### config.mk
export PLATFORM = sky130hd
export DESIGN_NAME = mem_slot_sequencer_flat
export DESIGN_NICKNAME = d
export VERILOG_FILES = /design/src/rtl/mem_slot_sequencer_if.sv /design/src/rtl/mem_slot_sequencer.sv /design/src/flat_wrapper.sv
export SDC_FILE = /design/constraint.sdc
export NUM_CORES = 1
export LEC_CHECK = 0
export ABC_AREA = 1
export BUFFER_PORTS_ARGS = -buffer_cell sky130_fd_sc_hd__buf_2
export CORE_MARGIN = 3
export CORE_UTILIZATION = 30
export CTS_BUF_LIST = sky130_fd_sc_hd__clkbuf_16
export DETAILED_ROUTE_END_ITERATION = 8
export PLACE_DENSITY = 0.6
export SKIP_CTS_REPAIR_TIMING = 1
export SYNTH_ARGS = -nofsm -noshare
export SYNTH_HDL_FRONTEND = slang
export SYNTH_SLANG_ARGS = --single-unit
### constraint.sdc
create_clock -name CLOCK_50 -period 1.49 [get_ports CLOCK_50]
set_input_delay 0.149 -clock CLOCK_50 [delete_from_list [all_inputs] [get_ports CLOCK_50]]
set_output_delay 0.149 -clock CLOCK_50 [all_outputs]
set_load 0.03 [all_outputs]
### src/rtl/mem_slot_sequencer_if.sv
// Bundles the divider phases, the CPU and video requester ports and the RAM port of the
// slot sequencer. slave is the sequencer's view, master the surrounding system's view.
interface mem_slot_sequencer_if #(
    parameter int unsigned ADDR_W = 16,
    parameter int unsigned DATA_W = 8
);
    logic              cpu_phi;
    logic              mem_phi;
    logic              vid_phi;

    logic              cpu_req;
    logic              cpu_we;
    logic [ADDR_W-1:0] cpu_addr;
    logic [DATA_W-1:0] cpu_wdata;
    logic [DATA_W-1:0] cpu_rdata;
    logic              cpu_ack;

    logic              vid_req;
    logic [ADDR_W-1:0] vid_addr;
    logic [DATA_W-1:0] vid_rdata;
    logic              vid_valid;

    logic              mem_en;
    logic              mem_we;
    logic [ADDR_W-1:0] mem_addr;
    logic [DATA_W-1:0] mem_wdata;
    logic [DATA_W-1:0] mem_rdata;

    logic              locked;
    logic              sync_err;

    modport master (
        output cpu_phi, mem_phi, vid_phi,
        output cpu_req, cpu_we, cpu_addr, cpu_wdata,
        input  cpu_rdata, cpu_ack,
        output vid_req, vid_addr,
        input  vid_rdata, vid_valid,
        input  mem_en, mem_we, mem_addr, mem_wdata,
        output mem_rdata,
        input  locked, sync_err
    );

    modport slave (
        input  cpu_phi, mem_phi, vid_phi,
        input  cpu_req, cpu_we, cpu_addr, cpu_wdata,
        output cpu_rdata, cpu_ack,
        input  vid_req, vid_addr,
        output vid_rdata, vid_valid,
        output mem_en, mem_we, mem_addr, mem_wdata,
        input  mem_rdata,
        output locked, sync_err
    );
endinterface

### src/rtl/mem_slot_sequencer.sv
// Time-slot RAM sequencer: locks a 2-bit slot counter to the divider phases, gives even slots
// to the CPU and odd slots to video, and runs one single-cycle RAM access per slot.
module mem_slot_sequencer #(
    parameter int unsigned ADDR_W = 16,
    parameter int unsigned DATA_W = 8
) (
    input logic                 CLOCK_50,
    input logic                 reset_n,
    mem_slot_sequencer_if.slave bus
);
    logic              p_mem_q;
    logic              p_cpu_q;
    logic [1:0]        slot_q;
    logic [1:0]        slot_d;
    logic              locked_q;
    logic              locked_d;
    logic              sync_err_q;
    logic              sync_err_d;

    logic              mem_rise;
    logic              cpu_rise;
    logic              phase_bad;
    logic              issue_cpu;
    logic              issue_vid;

    logic              cpu_busy_q;
    logic              cpu_busy_d;
    logic              vid_busy_q;
    logic              vid_busy_d;

    logic              mem_en_q;
    logic              mem_we_q;
    logic [ADDR_W-1:0] mem_addr_q;
    logic [DATA_W-1:0] mem_wdata_q;
    logic              own_cpu_q;

    logic              s1_valid_q;
    logic              s1_cpu_q;
    logic              s1_we_q;

    logic              cpu_ack_q;
    logic              vid_valid_q;
    logic [DATA_W-1:0] cpu_rdata_q;
    logic [DATA_W-1:0] vid_rdata_q;

    always_comb begin
        mem_rise = bus.mem_phi & ~p_mem_q;
        cpu_rise = bus.cpu_phi & ~p_cpu_q;

        slot_d   = slot_q;
        locked_d = locked_q;
        if (mem_rise) begin
            if (cpu_rise) begin
                slot_d   = 2'd0;
                locked_d = 1'b1;
            end else begin
                slot_d = slot_q + 2'd1;
            end
        end

        phase_bad = (cpu_rise & ~mem_rise)
                  | (cpu_rise & mem_rise & (slot_q != 2'd3))
                  | (mem_rise & ~cpu_rise & (slot_q == 2'd3))
                  | (bus.vid_phi ^ bus.cpu_phi);
        sync_err_d = sync_err_q | (locked_q & phase_bad);

        // The locking edge itself already opens slot 0 for the CPU.
        issue_cpu = mem_rise & locked_d & ~slot_d[0] & bus.cpu_req & ~cpu_busy_q;
        issue_vid = mem_rise & locked_d &  slot_d[0] & bus.vid_req & ~vid_busy_q;

        // Busy spans through the completion pulse so a request still held in that cycle
        // is not taken a second time.
        cpu_busy_d = cpu_busy_q;
        if (issue_cpu) begin
            cpu_busy_d = 1'b1;
        end else if (cpu_ack_q) begin
            cpu_busy_d = 1'b0;
        end

        vid_busy_d = vid_busy_q;
        if (issue_vid) begin
            vid_busy_d = 1'b1;
        end else if (vid_valid_q) begin
            vid_busy_d = 1'b0;
        end
    end

    always_ff @(posedge CLOCK_50 or negedge reset_n) begin
        if (!reset_n) begin
            p_mem_q    <= 1'b1;
            p_cpu_q    <= 1'b0;
            slot_q     <= 2'd0;
            locked_q   <= 1'b0;
            sync_err_q <= 1'b0;
            cpu_busy_q <= 1'b0;
            vid_busy_q <= 1'b0;
        end else begin
            p_mem_q    <= bus.mem_phi;
            p_cpu_q    <= bus.cpu_phi;
            slot_q     <= slot_d;
            locked_q   <= locked_d;
            sync_err_q <= sync_err_d;
            cpu_busy_q <= cpu_busy_d;
            vid_busy_q <= vid_busy_d;
        end
    end

    // T0: RAM strobe stage.
    always_ff @(posedge CLOCK_50 or negedge reset_n) begin
        if (!reset_n) begin
            mem_en_q    <= 1'b0;
            mem_we_q    <= 1'b0;
            mem_addr_q  <= '0;
            mem_wdata_q <= '0;
            own_cpu_q   <= 1'b0;
        end else begin
            mem_en_q  <= issue_cpu | issue_vid;
            mem_we_q  <= issue_cpu & bus.cpu_we;
            own_cpu_q <= issue_cpu;
            if (issue_cpu) begin
                mem_addr_q  <= bus.cpu_addr;
                mem_wdata_q <= bus.cpu_wdata;
            end else if (issue_vid) begin
                mem_addr_q  <= bus.vid_addr;
            end
        end
    end

    // T1: RAM has captured the access; T2: return data and completion pulse.
    always_ff @(posedge CLOCK_50 or negedge reset_n) begin
        if (!reset_n) begin
            s1_valid_q  <= 1'b0;
            s1_cpu_q    <= 1'b0;
            s1_we_q     <= 1'b0;
            cpu_ack_q   <= 1'b0;
            vid_valid_q <= 1'b0;
            cpu_rdata_q <= '0;
            vid_rdata_q <= '0;
        end else begin
            s1_valid_q  <= mem_en_q;
            s1_cpu_q    <= own_cpu_q;
            s1_we_q     <= mem_we_q;
            cpu_ack_q   <= s1_valid_q & s1_cpu_q;
            vid_valid_q <= s1_valid_q & ~s1_cpu_q;
            if (s1_valid_q & s1_cpu_q & ~s1_we_q) begin
                cpu_rdata_q <= bus.mem_rdata;
            end
            if (s1_valid_q & ~s1_cpu_q) begin
                vid_rdata_q <= bus.mem_rdata;
            end
        end
    end

    assign bus.mem_en    = mem_en_q;
    assign bus.mem_we    = mem_we_q;
    assign bus.mem_addr  = mem_addr_q;
    assign bus.mem_wdata = mem_wdata_q;
    assign bus.cpu_ack   = cpu_ack_q;
    assign bus.cpu_rdata = cpu_rdata_q;
    assign bus.vid_valid = vid_valid_q;
    assign bus.vid_rdata = vid_rdata_q;
    assign bus.locked    = locked_q;
    assign bus.sync_err  = sync_err_q;
endmodule

### src/flat_wrapper.sv
// flat-port wrapper written by rule: the top's interface ports become plain ports
module mem_slot_sequencer_flat 
#(
    parameter int unsigned ADDR_W = 16,
    parameter int unsigned DATA_W = 8
)
  (CLOCK_50, reset_n, bus_cpu_phi, bus_mem_phi, bus_vid_phi, bus_cpu_req, bus_cpu_we, bus_cpu_addr, bus_cpu_wdata, bus_cpu_rdata, bus_cpu_ack, bus_vid_req, bus_vid_addr, bus_vid_rdata, bus_vid_valid, bus_mem_en, bus_mem_we, bus_mem_addr, bus_mem_wdata, bus_mem_rdata, bus_locked, bus_sync_err);
  mem_slot_sequencer_if #(.ADDR_W(ADDR_W), .DATA_W(DATA_W)) bus_i ();
  input logic CLOCK_50;
  input logic reset_n;
  input wire logic [$bits(bus_i.cpu_phi)-1:0] bus_cpu_phi;
  input wire logic [$bits(bus_i.mem_phi)-1:0] bus_mem_phi;
  input wire logic [$bits(bus_i.vid_phi)-1:0] bus_vid_phi;
  input wire logic [$bits(bus_i.cpu_req)-1:0] bus_cpu_req;
  input wire logic [$bits(bus_i.cpu_we)-1:0] bus_cpu_we;
  input wire logic [$bits(bus_i.cpu_addr)-1:0] bus_cpu_addr;
  input wire logic [$bits(bus_i.cpu_wdata)-1:0] bus_cpu_wdata;
  output wire logic [$bits(bus_i.cpu_rdata)-1:0] bus_cpu_rdata;
  output wire logic [$bits(bus_i.cpu_ack)-1:0] bus_cpu_ack;
  input wire logic [$bits(bus_i.vid_req)-1:0] bus_vid_req;
  input wire logic [$bits(bus_i.vid_addr)-1:0] bus_vid_addr;
  output wire logic [$bits(bus_i.vid_rdata)-1:0] bus_vid_rdata;
  output wire logic [$bits(bus_i.vid_valid)-1:0] bus_vid_valid;
  output wire logic [$bits(bus_i.mem_en)-1:0] bus_mem_en;
  output wire logic [$bits(bus_i.mem_we)-1:0] bus_mem_we;
  output wire logic [$bits(bus_i.mem_addr)-1:0] bus_mem_addr;
  output wire logic [$bits(bus_i.mem_wdata)-1:0] bus_mem_wdata;
  input wire logic [$bits(bus_i.mem_rdata)-1:0] bus_mem_rdata;
  output wire logic [$bits(bus_i.locked)-1:0] bus_locked;
  output wire logic [$bits(bus_i.sync_err)-1:0] bus_sync_err;
  assign bus_i.cpu_phi = bus_cpu_phi;
  assign bus_i.mem_phi = bus_mem_phi;
  assign bus_i.vid_phi = bus_vid_phi;
  assign bus_i.cpu_req = bus_cpu_req;
  assign bus_i.cpu_we = bus_cpu_we;
  assign bus_i.cpu_addr = bus_cpu_addr;
  assign bus_i.cpu_wdata = bus_cpu_wdata;
  assign bus_cpu_rdata = bus_i.cpu_rdata;
  assign bus_cpu_ack = bus_i.cpu_ack;
  assign bus_i.vid_req = bus_vid_req;
  assign bus_i.vid_addr = bus_vid_addr;
  assign bus_vid_rdata = bus_i.vid_rdata;
  assign bus_vid_valid = bus_i.vid_valid;
  assign bus_mem_en = bus_i.mem_en;
  assign bus_mem_we = bus_i.mem_we;
  assign bus_mem_addr = bus_i.mem_addr;
  assign bus_mem_wdata = bus_i.mem_wdata;
  assign bus_i.mem_rdata = bus_mem_rdata;
  assign bus_locked = bus_i.locked;
  assign bus_sync_err = bus_i.sync_err;
  mem_slot_sequencer #(.ADDR_W(ADDR_W), .DATA_W(DATA_W)) u_core (.CLOCK_50(CLOCK_50), .reset_n(reset_n), .bus(bus_i));
endmodule
# == Yosys cells after proc, flatten, opt, wreduce, memory -nomap -nowiden ==
# Index checks and enable logic that the tools add are counted.
# totals
input_bits,56
regBits,56
output_inout_bits,46
# classes
n_reduce_logical,3
eq_ne,2
bitwise_logic,34
muxes,10
n_addsub,1
# op_table
operator,count
$mux W16,2
$and A1 B1 Y1,19
$not A1 Y1,9
$mux W1,7
$reduce_bool A2 Y1,3
$or A1 B1 Y1,5
$add A2 B1 Y2 const B,1
$eq A2 B2 Y1 const B,1
$mux W2,1
$ne A2 B2 Y1 const B,1
$xor A1 B1 Y1,1

# == Logic depth before layout (Yosys ltp) ==
# logic_depth
depth_word,10
ltp_mapped,9
ltp_nobuf,8

# == Least setup slack after synthesis ==
# No wires, ideal clock.
# synth_path
path_kind,register to register
startpoint,register u_core.locked_q (netlist: u_core.bus.locked)
endpoint,register u_core.mem_addr_q[10] (netlist: u_core.bus.mem_addr[10])
stages_incl_launch_ff,7
required_ns,1.373
arrival_time_ns,1.479
setup_ns,0.117
slack_ns,-0.106
cell_sequence,dfrtp_1 -> inv_1 -> a21oi_4 -> clkbuf_1 -> nand4_1 -> nand3_2 -> nand2_1
# synth_via
elab_chain_cells,7
# synth_lines
element,line_no,text
"start, declared",mem_slot_sequencer.sv:15,logic locked_q;
"start signal, assigned",mem_slot_sequencer.sv:101,locked_q <= locked_d;
$mux W1,mem_slot_sequencer.sv:53,if (cpu_rise) begin
$mux W1 (*),mem_slot_sequencer.sv:52,if (mem_rise) begin
$and A1 B1 Y1 (*),"mem_slot_sequencer.sv:68, mem_slot_sequencer.sv:69",
"$and A1 B1 Y1, on equally long branches (3 in series)","mem_slot_sequencer.sv:68, mem_slot_sequencer.sv:69",
$mux W16 / $reduce_bool A2 Y1 (equally long branches),-,
"end signal, assigned",mem_slot_sequencer.sv:121,mem_addr_q <= bus.cpu_addr;
"end signal, assigned",mem_slot_sequencer.sv:124,mem_addr_q <= bus.vid_addr;
"end, declared",mem_slot_sequencer.sv:33,logic [ADDR_W-1:0] mem_addr_q;
# Every way passes the cells marked *; elsewhere a longest branch is shown, timed or not.
# A chain may end at the register's enable or synchronous reset.

# == Final worst setup path ==
# layout_path
startpoint,register u_core.p_mem_q
endpoint,register u_core.mem_addr_q[4] (netlist: u_core.bus.mem_addr[4])
# layout_via
elab_chain_cells,8
# layout_lines
element,line_no,text
"start, declared",mem_slot_sequencer.sv:11,logic p_mem_q;
"start signal, assigned",mem_slot_sequencer.sv:98,p_mem_q <= bus.mem_phi;
$not A1 Y1 (*),mem_slot_sequencer.sv:47,mem_rise = bus.mem_phi & ~p_mem_q;
$and A1 B1 Y1 (*),mem_slot_sequencer.sv:47,
$mux W1,mem_slot_sequencer.sv:52,
$and A1 B1 Y1 / $not A1 Y1 (equally long branches),"mem_slot_sequencer.sv:68, mem_slot_sequencer.sv:69",
"$and A1 B1 Y1, on equally long branches (3 in series)","mem_slot_sequencer.sv:68, mem_slot_sequencer.sv:69",
$mux W16 / $reduce_bool A2 Y1 (equally long branches),-,
# Marked as above.

==> metrics.log <==
INFO  metric switching_share = 24.0%
INFO  metric grt_overflow = 0
INFO  metric post_synth.cell_area_avg = 8.73 sq um
INFO  metric register_bit_total_from_synthesis = 56
INFO  metric internal_power = 0.00229 W
INFO  metric ctsRootBufferMaster = sky130_fd_sc_hd__clkbuf_16
INFO  metric worst-slew-pin-transition = 0.414 ns
INFO  metric slew_viol_final = 0
INFO  metric wl_per_cell = 12.8 microns
INFO  metric clock_path_buffers = 2
INFO  metric largest_net_degree_at_the_start_of_global_routing = 57
INFO  metric vias = 2299
INFO  metric io-pin-count = 102
INFO  metric startpoint_type = register
INFO  metric min_period = 1.47 ns
INFO  metric post_layout_nonfiller_instances = 512
INFO  metric yosysSeqAreaShare = 55.4%
INFO  metric grt_pass1_wl = 10.2 mm
INFO  metric path_class = register to register
INFO  metric final_nets = 467
INFO  metric synth_area_leader_cell = sky130_fd_sc_hd__dfrtp_1
INFO  metric syn_area = 0.00253 sq mm
INFO  metric synth-warning-count = 0
INFO  metric cp.buffers_inverters = 3
INFO  metric clk_pin_slew = 0.07 ns
INFO  metric groute.usage.overall = 12.8%
INFO  metric drtIter0Drc = 58
INFO  metric slowest_stage = sky130_fd_sc_hd__dfstp_2
INFO  metric hold_class = primary input to register
INFO  metric run_status = complete, no violations
INFO  metric timing.hold.ws = 0.0398 ns
INFO  metric grt_setup_unrepaired = yes
INFO  metric fin_util = 45.4%
INFO  metric worst_ir_drop_vdd = 0.400 mV
INFO  metric layout_worst_path_cycle_share = 98.4%
INFO  metric n_antenna_cell = 0
INFO  metric route.final.wire_length = 6.55 mm
INFO  metric netlist_top_cells_area = sky130_fd_sc_hd__dfrtp_1 54%, sky130_fd_sc_hd__nand2_1 12%, sky130_fd_sc_hd__inv_1 7.6%
INFO  metric power_density = 835 mW/mm^2
INFO  metric setup_ws = 0.0239 ns
INFO  metric path_depth = 9
INFO  metric final_ant_viol_nets = 0
INFO  metric leakagePower = 2.10 nW
INFO  metric clock.fmax = 0.682 GHz
INFO  metric coreArea = 0.00797 sq mm
INFO  metric power.sequential.fraction = 51.4%
INFO  metric cp_slowest_stage_delay = 0.56 ns
INFO  metric flow.area_growth_from_synthesis = 42.7%
INFO  metric route.detailed.vias_per_inst = 4.49
INFO  metric max_cap_violations = 0
INFO  metric dieArea = 0.00958 sq mm
INFO  metric dpl.hpwl = 4.40 mm
INFO  metric first_global_vias = 2193
INFO  metric post-route-drc-count = 0
INFO  metric grt_antenna_before_repair = 0
INFO  metric synth_cells = 290
INFO  metric cts-htree-levels = 2
INFO  metric port-buffer-count = 101
INFO  metric timing.critical_path.cells = inv_2 > nand2_4 > nand2_4 > nand4_4 > buf_6 > buf_12 > nand2_1 > nand3_1 > nand2_1
INFO  metric post-place-ws = -0.0877 ns
INFO  metric clock_insertion_delay_worst_skew = 0.29 ns
INFO  metric place_congestion = 0.750
INFO  metric synth_top_cell_area_share = 54.3%
INFO  metric worstPathArrival = 1.65 ns
INFO  metric net_count_after_synthesis = 347
INFO  metric max_slew_margin = 72.4%
INFO  metric post_synth_num_cell_types = 24
INFO  metric chipWidth = 97.9 microns
INFO  metric tritoncts_num_sinks = 56
INFO  metric report.final.setup_viol = 0
INFO  metric placed_cells_incl_taps = 492
INFO  metric proportion_of_layout_cells_with_a_drive_suffix_above_1 = 40.0%
INFO  metric clock-skew-final = 0.00470 ns
INFO  metric worst_r2r_path_depth = 9
INFO  metric die_y = 97.9 microns
INFO  metric clock_tree_from_tritoncts = done
INFO  metric netSwitchingPower = 0.000724 W
INFO  metric critical_path.top_delay_family = flip-flops
INFO  metric combPwrFrac = 10.0%
INFO  metric finalHoldViolCount = 0
INFO  metric floorplan.initialDensity = 31.8%
INFO  metric worst_setup_path_end_kind = register
INFO  metric crit_path_max_fanout = 8
INFO  metric required = 1.68 ns
INFO  metric power.clock.fraction = 38.6%
INFO  metric min_delay_path_depth = 1
INFO  metric cts_buffers = 5
INFO  metric number_of_detailed_routing_iterations_run_before_antenna_repair = 4
INFO  metric core.rowCount = 32
[path summary, 6_finish.rpt]
kind / start / to / slack [ns]
min reg2reg: u_core.own_cpu_q / u_core.s1_cpu_q / 0.35
max reg2reg: u_core.p_mem_q / u_core.bus.mem_addr[4] / 0.02
max in group asynchronous: reset_n / u_core.p_mem_q / 0.80
min in group asynchronous: reset_n / u_core.bus.vid_rdata[7] / 0.38
min: bus_cpu_phi / u_core.p_cpu_q / 0.04
max: u_core.p_mem_q / u_core.bus.mem_addr[4] / 0.02
[per-layer routing]
metal / wire length [microns] / global-route usage [%] / vias up
li1: - / - / 1148
met1: 2890 / 17.0 / 1066
met2: 3070 / 20.3 / 79
met3: 545 / 4.29 / 6
met4: 47 / 3.19 / 0
met5: 0 / 0 / -
[cells by family (layout without fill, tap and decap cells)]
group | count (synthesis) | after routing | synth area share, %
adder cells (fa/ha/maj) | 1 | 1 | 0.494
AND/OR/NAND/NOR | 146 | 147 | 28.7
AO/OA/AOI/OAI | 21 | 21 | 4.69
XOR/XNOR | 1 | 1 | 0.346
flip-flops | 56 | 56 | 55.4
buffers and inverters | 65 | 184 | 10.4
[metrics by stage]
stage               TNS (ns)  power (W)  cell area (sq um)
floorplan                  0    0.00169               2540
global placement      -0.165    0.00185               3240
detailed placement     -1.10    0.00185               3240
CTS                    -1.51    0.00306               3380
global route          -0.712    0.00318               3610
finish                     0    0.00302               3610
[power groups by stage]
stage | clock network, W | registers, W | logic [W]
final | 0.00117 | 0.00155 | 0.000302
after floorplan | 0 | 0.00158 | 0.000114
after global placement | 0 | 0.00158 | 0.000273
after global routing | 0.00128 | 0.00155 | 0.000340
after CTS | 0.00123 | 0.00155 | 0.000276
after detailed placement | 0 | 0.00158 | 0.000275
[registers in the layout (all words and copies together), names as in the netlist, 2 cells and up]
register	count
u_core.slot_q	2
u_core.bus.cpu_rdata	8
u_core.bus.mem_addr	16
u_core.bus.vid_rdata	8
u_core.bus.mem_wdata	8
[cell usage after synthesis]
| cell | instances |
|---|---|
| sky130_fd_sc_hd__nand2_1 | 83 |
| sky130_fd_sc_hd__dfrtp_1 | 55 |
| sky130_fd_sc_hd__inv_1 | 51 |
| sky130_fd_sc_hd__nand3_1 | 28 |
| sky130_fd_sc_hd__o21ai_0 | 19 |
| sky130_fd_sc_hd__nand4_1 | 16 |
| sky130_fd_sc_hd__clkbuf_1 | 9 |
| sky130_fd_sc_hd__nand3_2 | 9 |
| sky130_fd_sc_hd__nor2_1 | 3 |
| sky130_fd_sc_hd__buf_2 | 2 |
| sky130_fd_sc_hd__nand2_2 | 2 |
| sky130_fd_sc_hd__a21o_1 | 1 |
| sky130_fd_sc_hd__a21oi_4 | 1 |
| sky130_fd_sc_hd__buf_12 | 1 |
| sky130_fd_sc_hd__clkinv_1 | 1 |
| sky130_fd_sc_hd__dfstp_2 | 1 |
| sky130_fd_sc_hd__ha_1 | 1 |
| sky130_fd_sc_hd__inv_2 | 1 |
| sky130_fd_sc_hd__nand2_4 | 1 |
| sky130_fd_sc_hd__nand3b_2 | 1 |
| sky130_fd_sc_hd__nand4_4 | 1 |
| sky130_fd_sc_hd__nor2_4 | 1 |
| sky130_fd_sc_hd__or2_2 | 1 |
| sky130_fd_sc_hd__xnor2_1 | 1 |
[cell type report]
cell class	count	area [sq um]
Inverter	53	203
Clock inverter	2	16.3
Clock buffer	5	125
Timing Repair Buffer	123	774
Multi-Input combinational cell	170	956
Tap cell	102	128
Fill cell	798	4350
Sequential cell	56	1400
Timing Repair inverter	1	7.51
[cells in the final DEF, fill, tap and decap left out]
master / count
sky130_fd_sc_hd__nor2_4: 1
sky130_fd_sc_hd__dfrtp_1: 54
sky130_fd_sc_hd__dfrtp_2: 1
sky130_fd_sc_hd__nand2_1: 75
sky130_fd_sc_hd__nor2_1: 3
sky130_fd_sc_hd__nand4_4: 1
sky130_fd_sc_hd__buf_2: 102
sky130_fd_sc_hd__or2_2: 1
sky130_fd_sc_hd__xnor2_1: 1
sky130_fd_sc_hd__nand2_4: 5
sky130_fd_sc_hd__dfstp_2: 1
sky130_fd_sc_hd__ha_1: 1
sky130_fd_sc_hd__nand3_1: 24
sky130_fd_sc_hd__inv_2: 2
sky130_fd_sc_hd__nand2_8: 1
sky130_fd_sc_hd__buf_6: 9
sky130_fd_sc_hd__nand3b_4: 1
sky130_fd_sc_hd__nand3_2: 13
sky130_fd_sc_hd__clkinvlp_4: 3
sky130_fd_sc_hd__dlygate4sd3_1: 2
sky130_fd_sc_hd__inv_6: 1
sky130_fd_sc_hd__o21ai_0: 19
sky130_fd_sc_hd__buf_4: 5
sky130_fd_sc_hd__inv_1: 50
sky130_fd_sc_hd__nand4_1: 16
sky130_fd_sc_hd__nand2_2: 6
sky130_fd_sc_hd__a21o_1: 1
sky130_fd_sc_hd__buf_12: 4
sky130_fd_sc_hd__a21oi_4: 1
sky130_fd_sc_hd__clkbuf_16: 6
Note: power is estimated with default switching activity, not from simulation.
